`src/rtl/apb3_req_arbiter_pkg.sv`:
```
// Shared types and constants for the APB3 requester arbiter.
// The transfer-phase encoding here is also used by the top-level sequencer.
package apb3_arb_pkg;

    typedef enum logic [1:0] {
        IDLE   = 2'd0,
        SETUP  = 2'd1,
        ACCESS = 2'd2,
        RESP   = 2'd3
    } apb_state_t;

    localparam logic [31:0] TIMEOUT_RDATA = 32'hDEAD_BEEF;

    // Index width for an n-entry one-hot vector; never narrower than one bit.
    function automatic int idx_width(input int n);
        return (n > 1) ? $clog2(n) : 1;
    endfunction

endpackage

```
`src/rtl/apb3_req_arbiter_rr_arbiter.sv`:
```
// Combinational round-robin next-grant: searches from i_last+1, wrapping modulo N.
// Generic enough to be reused for DMA-channel arbitration.
module rr_arbiter
    import apb3_arb_pkg::*;
#(
    parameter int N  = 2,
    parameter int IW = idx_width(N)
) (
    input  logic [N-1:0]  i_req,
    input  logic [IW-1:0] i_last,
    output logic [N-1:0]  o_gnt_oh,
    output logic [IW-1:0] o_gnt_idx,
    output logic          o_any
);

    // Walk candidates from farthest to nearest so the nearest pending request wins.
    always_comb begin
        logic [IW-1:0] v_idx;
        int            v_cand;
        o_gnt_oh  = {N{1'b0}};
        o_gnt_idx = {IW{1'b0}};
        o_any     = 1'b0;
        v_idx     = {IW{1'b0}};
        v_cand    = 0;
        for (int off = N; off >= 1; off--) begin
            v_cand = (int'(i_last) + off) % N;
            v_idx  = IW'(v_cand);
            if (i_req[v_idx]) begin
                o_gnt_oh        = {N{1'b0}};
                o_gnt_oh[v_idx] = 1'b1;
                o_gnt_idx       = v_idx;
                o_any           = 1'b1;
            end else begin
                o_any = o_any;
            end
        end
    end

endmodule

```
`src/rtl/apb3_req_arbiter.sv`:
```
// Shares one APB3 slave port between NUM_REQ requesters with round-robin grant.
// Optional ACCESS-phase watchdog enabled by defining APB_TIMEOUT_EN.
module apb3_req_arbiter
    import apb3_arb_pkg::*;
#(
    parameter int NUM_REQ        = 2,
    parameter int ADDR_WIDTH     = 12,
    parameter int DATA_WIDTH     = 32,
    parameter int TIMEOUT_CYCLES = 256
) (
    input  logic                           clk,
    input  logic                           reset,
    input  logic [NUM_REQ-1:0]             req_valid,
    input  logic [NUM_REQ-1:0]             req_write,
    input  logic [NUM_REQ*ADDR_WIDTH-1:0]  req_addr,
    input  logic [NUM_REQ*DATA_WIDTH-1:0]  req_wdata,
    output logic [NUM_REQ-1:0]             req_ready,
    output logic [NUM_REQ-1:0]             rsp_valid,
    output logic [DATA_WIDTH-1:0]          rsp_rdata,
    output logic                           rsp_err,
    output logic [ADDR_WIDTH-1:0]          PADDR,
    output logic                           PSEL,
    output logic                           PENABLE,
    output logic                           PWRITE,
    output logic [DATA_WIDTH-1:0]          PWDATA,
    input  logic                           PREADY,
    input  logic [DATA_WIDTH-1:0]          PRDATA,
    input  logic                           PSLVERROR
);

    localparam int            IW        = idx_width(NUM_REQ);
    localparam logic [IW-1:0] LAST_INIT = IW'(NUM_REQ - 1);

`ifdef APB_TIMEOUT_EN
    localparam int                    CNT_W       = $clog2(TIMEOUT_CYCLES + 1);
    localparam logic [CNT_W-1:0]      CNT_LAST    = CNT_W'(TIMEOUT_CYCLES - 1);
    localparam logic [DATA_WIDTH-1:0] ABORT_RDATA = DATA_WIDTH'(TIMEOUT_RDATA);
    logic [CNT_W-1:0]                 r_wdog;
`endif

    apb_state_t              r_state;
    logic [IW-1:0]           r_last;
    logic [NUM_REQ-1:0]      r_gnt_oh;
    logic [NUM_REQ-1:0]      r_req_ready;
    logic [NUM_REQ-1:0]      r_rsp_valid;
    logic [DATA_WIDTH-1:0]   r_rsp_rdata;
    logic                    r_rsp_err;
    logic [ADDR_WIDTH-1:0]   r_paddr;
    logic [DATA_WIDTH-1:0]   r_pwdata;
    logic                    r_pwrite;
    logic                    r_psel;
    logic                    r_penable;

    logic [NUM_REQ-1:0]      w_gnt_oh;
    logic [IW-1:0]           w_gnt_idx;
    logic                    w_any;
    logic [ADDR_WIDTH-1:0]   w_addr  [NUM_REQ];
    logic [DATA_WIDTH-1:0]   w_wdata [NUM_REQ];

    for (genvar gi = 0; gi < NUM_REQ; gi++) begin : g_unpack
        assign w_addr[gi]  = req_addr[gi*ADDR_WIDTH +: ADDR_WIDTH];
        assign w_wdata[gi] = req_wdata[gi*DATA_WIDTH +: DATA_WIDTH];
    end

    rr_arbiter #(
        .N  (NUM_REQ),
        .IW (IW)
    ) u_rr_arbiter (
        .i_req     (req_valid),
        .i_last    (r_last),
        .o_gnt_oh  (w_gnt_oh),
        .o_gnt_idx (w_gnt_idx),
        .o_any     (w_any)
    );

    // Transfer sequencer: grant in IDLE, then SETUP, ACCESS (until PREADY), RESP pulse.
    always_ff @(posedge clk or posedge reset) begin
        if (reset) begin
            r_state     <= IDLE;
            r_last      <= LAST_INIT;
            r_gnt_oh    <= {NUM_REQ{1'b0}};
            r_req_ready <= {NUM_REQ{1'b0}};
            r_rsp_valid <= {NUM_REQ{1'b0}};
            r_rsp_rdata <= {DATA_WIDTH{1'b0}};
            r_rsp_err   <= 1'b0;
            r_paddr     <= {ADDR_WIDTH{1'b0}};
            r_pwdata    <= {DATA_WIDTH{1'b0}};
            r_pwrite    <= 1'b0;
            r_psel      <= 1'b0;
            r_penable   <= 1'b0;
`ifdef APB_TIMEOUT_EN
            r_wdog      <= {CNT_W{1'b0}};
`endif
        end else begin
            r_req_ready <= {NUM_REQ{1'b0}};
            r_rsp_valid <= {NUM_REQ{1'b0}};
            case (r_state)
                IDLE: begin
                    if (w_any) begin
                        r_req_ready <= w_gnt_oh;
                        r_gnt_oh    <= w_gnt_oh;
                        r_last      <= w_gnt_idx;
                        r_paddr     <= w_addr[w_gnt_idx];
                        r_pwdata    <= w_wdata[w_gnt_idx];
                        r_pwrite    <= req_write[w_gnt_idx];
                        r_psel      <= 1'b1;
`ifdef APB_TIMEOUT_EN
                        r_wdog      <= {CNT_W{1'b0}};
`endif
                        r_state     <= SETUP;
                    end else begin
                        r_psel <= 1'b0;
                    end
                end
                SETUP: begin
                    r_penable <= 1'b1;
                    r_state   <= ACCESS;
                end
                ACCESS: begin
                    // A late PREADY on the watchdog's final cycle still completes normally.
                    if (PREADY) begin
                        r_rsp_rdata <= r_pwrite ? {DATA_WIDTH{1'b0}} : PRDATA;
                        r_rsp_err   <= PSLVERROR;
                        r_psel      <= 1'b0;
                        r_penable   <= 1'b0;
                        r_state     <= RESP;
                    end
`ifdef APB_TIMEOUT_EN
                    else if (r_wdog == CNT_LAST) begin
                        r_rsp_rdata <= ABORT_RDATA;
                        r_rsp_err   <= 1'b1;
                        r_psel      <= 1'b0;
                        r_penable   <= 1'b0;
                        r_state     <= RESP;
                    end else begin
                        r_wdog <= r_wdog + CNT_W'(1);
                    end
`else
                    else begin
                        r_state <= ACCESS;
                    end
`endif
                end
                RESP: begin
                    r_rsp_valid <= r_gnt_oh;
                    r_state     <= IDLE;
                end
                default: begin
                    r_psel    <= 1'b0;
                    r_penable <= 1'b0;
                    r_state   <= IDLE;
                end
            endcase
        end
    end

    assign req_ready = r_req_ready;
    assign rsp_valid = r_rsp_valid;
    assign rsp_rdata = r_rsp_rdata;
    assign rsp_err   = r_rsp_err;
    assign PADDR     = r_paddr;
    assign PSEL      = r_psel;
    assign PENABLE   = r_penable;
    assign PWRITE    = r_pwrite;
    assign PWDATA    = r_pwdata;

endmodule

```
`config.mk`:
```
export PLATFORM = sky130hd
export DESIGN_NAME = apb3_req_arbiter
export DESIGN_NICKNAME = d
export VERILOG_FILES = /design/src/rtl/apb3_req_arbiter_pkg.sv /design/src/rtl/apb3_req_arbiter_rr_arbiter.sv /design/src/rtl/apb3_req_arbiter.sv
export SDC_FILE = /design/constraint.sdc
export NUM_CORES = 1
export LEC_CHECK = 0
export ABC_AREA = 1
export CAP_MARGIN = 10
export CORE_ASPECT_RATIO = 0.75
export CORE_MARGIN = 5
export CORE_UTILIZATION = 41
export DETAILED_ROUTE_END_ITERATION = 6
export HOLD_SLACK_MARGIN = 0.08
export PLACE_DENSITY_LB_ADDON = 0.15
export SYNTH_ARGS = -nofsm -noshare
export SYNTH_HDL_FRONTEND = slang
export SYNTH_SLANG_ARGS = --single-unit
```
`constraint.sdc`:
```
create_clock -name clk -period 3.4 [get_ports clk]
set_input_delay 0.34 -clock clk [delete_from_list [all_inputs] [get_ports clk]]
set_output_delay 0.34 -clock clk [all_outputs]
set_load 0.01 [all_outputs]
```
==> key figures <==
Timing
  • Hold Fails Final Rpt: 0
  • Setup_tns: 0 ps
  • Worst setup margin: 1490 ps
  • Final period util: 56.1%
  • Slew Viols, Final: 0
  • F_max: 525 MHz
  • Measured slew at the worst slew-check pin: 1010 ps
  • Clock skew: 6.57 ps
  • Fin crit period: around 1900 ps
  • RSZ-0062 raised after global routing: no
  • Setup violators final: 0
  • Slew HR: between 30% and 40%

Place
  • Placed wire-length estimate: slightly above 9 mm
  • Placer Congestion: 0.822
  • Place WS: 1230 ps
  • I/O Buffers: 211

Yosys
  • Area contributors post-synth: dfrtp_1, nand2_1, nand3_1
  • Mapped Avg Cell Area: 7.77 µm²
  • Largest area contributor in the netlist: dfrtp_1
  • Synth unique cells: 19
  • Post-synthesis cell count: about 550
  • Flop and latch count out of synthesis: 89
  • Synth top area share: 51.4%
  • Syn nets: 684
  • Synthesized cell area: 4290 µm²
  • Post-synthesis sequential area ratio: just over 50%
  • Synthesis Warnings: 0

Floorplan
  • DIE AREA: 12,600 µm²
  • Initial Util: 41.8%
  • Core ar.: 10,200 µm²
  • Die width: 128 µm
  • I/O pin cnt: 212
  • Die H: 98.6 µm
  • Row count: 32

Worst setup path
  • Critical path required time: 3560 ps
  • R2R setup slack: 1490 ps
  • CP startpoint: r_state[0]
  • Crit path DAT: 2070 ps
  • Critical Path Source Type: flip-flop
  • Kind of critical path: reg2reg
  • Crit Path Max Fanout: approximately 70
  • Slowest CP cell: nand2_2
  • Worst path max stage delay: 740 ps
  • WP buf/inv: 1
  • Largest delay contributor family on the critical path: simple AND/OR/NAND/NOR gates
  • Worst r2r src: r_state[0]
  • CP Cell Sequence: inv_1, ha_1, nand2_2, o21ai_0
  • Crit end category: flip-flop

Run status
  • Outcome: complete, no violations

Power and ir drop
  • Logic pwr share: about half
  • Sw frac: 37.6%
  • Pwr/cell area: 805 nW/µm²
  • Int Pwr: approximately 3400 µW
  • Sequential power share: 33.7%
  • Clock power share: 17.8%
  • Peak supply drop: 0.340 mV
  • NetSw: 2020 µW
  • Pleak: 0.00329 µW

Route
  • Final wirelength: roughly 12 mm
  • Vias per cell: approximately 4.7
  • DRC: 0
  • Via Count: around 4.1k
  • Antenna viol nets, final: 0
  • Post-DR wirelength/cell: 14.1 µm
  • Drt pass-1 iters: 4
  • Starting DRT DRC Count: 188

Global routing
  • GR Util All Layers: 20.3%
  • Vias in the first global route: roughly 4.2k
  • Initial antenna violation count: 0
  • Gr ovfl total: 0
  • First-pass GRT wire length: 20.8 mm
  • Largest net degree at the start of global routing: 69

Clock network
  • Max clock buf depth: 2
  • Post CTS Setup Buffer Count: 0
  • # resized after CTS: 0
  • Hold-fix buffers, CTS: 0
  • CTS sink cnt: 89
  • Clock transition at the registers of the reported paths: 60 ps
  • CTS tree: yes
  • Htree depth: 3
  • Clock buffer count from CTS: 9
  • Later-pin clock latency in the skew report: ~330 ps
  • Clk root buf: clkbuf_16

Layout
  • Ratio of cells with drive above 1 in the final layout: approximately 4%
  • N_diodes: 0
  • Post-layout util: 65.1%
  • Area Overhead vs Synth: 55.5%
  • Fill count: 895
  • Final #Nets: between 800 and 900

Hold path
  • Hold Crit Class: in2async

Flow run
  • MaxCap Viol Count: 0
[Yosys cell counts]
master      n
a21oi_1     1
buf_1       6
buf_2       9
buf_4       6
buf_6       8
clkbuf_1   11
dfrtp_1    88
dfstp_2     1
ha_1        4
inv_1      14
inv_2       1
nand2_1   268
nand2_2     2
nand2_8     1
nand3_1    93
nand4_1     2
nor2_1      4
nor2_4      1
o21ai_0    32
[stage by stage]
stage / cells / hold WS, ps / instance area (µm²) / total power, µW
2_1_floorplan: 552 / 433 / 4290 / 3180
3_3_place_gp: 864 / 454 / 6380 / 4390
3_5_place_dp: 864 / 458 / 6380 / 4470
4_1_cts: 880 / 409 / 6670 / 5440
5_1_grt: 880 / 451 / 6670 / 5810
6_report: 880 / 393 / 6670 / 5370
[logic make-up after synthesis]
logic type | synth area share [%]
buffers and inverters | 7.01
and+or+nand+nor | 36.0
DFF | 52.0
AOI/OAI and AO/OA | 3.85
adders and majority gates | 1.17
[layer usage]
layer	vias up	global-route usage (%)	wire length [µm]	share of wire, %
li1	2117	-	-	-
met1	1879	24.7	5180	42
met2	123	33.5	5980	48
met3	17	8.07	1110	8.9
met4	0	5.55	186	1.5
met5	-	0	0	0
[cells in the final DEF, fill, tap and decap left out, drive strengths merged]
cell           instances
clkdlybuf4s50        210
dfrtp                 88
nand4                  2
nand2                271
clkinvlp               1
dfstp                  1
o21ai                 32
clkbuf                11
nand3                 93
clkinv                 4
ha                     4
buf                    6
inv                   14
a21oi                  1
bufinv                 1
nor2                   5
[power by group through the flow]
stage / registers (µW) / logic [µW] / clock network (µW)
after global routing: 1870 / 2900 / 1040
final: 1810 / 2600 / 958
after CTS: 1810 / 2650 / 980
after detailed placement: 1820 / 2640 / 0
after global placement: 1800 / 2580 / 0
after floorplan: 2000 / 1180 / 0
[cell type report]
type	instances	area, µm²	area share [%]
repair buffers	216	2160	32.4
well taps	136	170	2.55
flip-flops and latches	89	2230	33.4
clock inverters	5	56.3	0.844
multi-input cells	408	1770	26.5
inverters	15	57.6	0.863
clock buffers	11	233	3.49
[final timing paths]
| check | endpoint | cells past startpoint |
|---|---|---|
| worst max-delay path | rsp_rdata[30] | 4 |
| worst min-delay path | rsp_rdata[13] | 2 |
| worst max register to register | rsp_rdata[30] | 4 |
| worst min register to register | rsp_valid[0] | 2 |
| max in group asynchronous | r_last | 3 |
| min in group clk | rsp_valid[0] | 2 |
[flip-flops by register name, summed over array words and instances (netlist names), 2 cells and up]
register and count:
r_gnt_oh 2, r_state 2, PWDATA 32, rsp_rdata 32, rsp_valid 2, PADDR 12, req_ready 2
No activity file was read; power rests on OpenSTA's default activity.
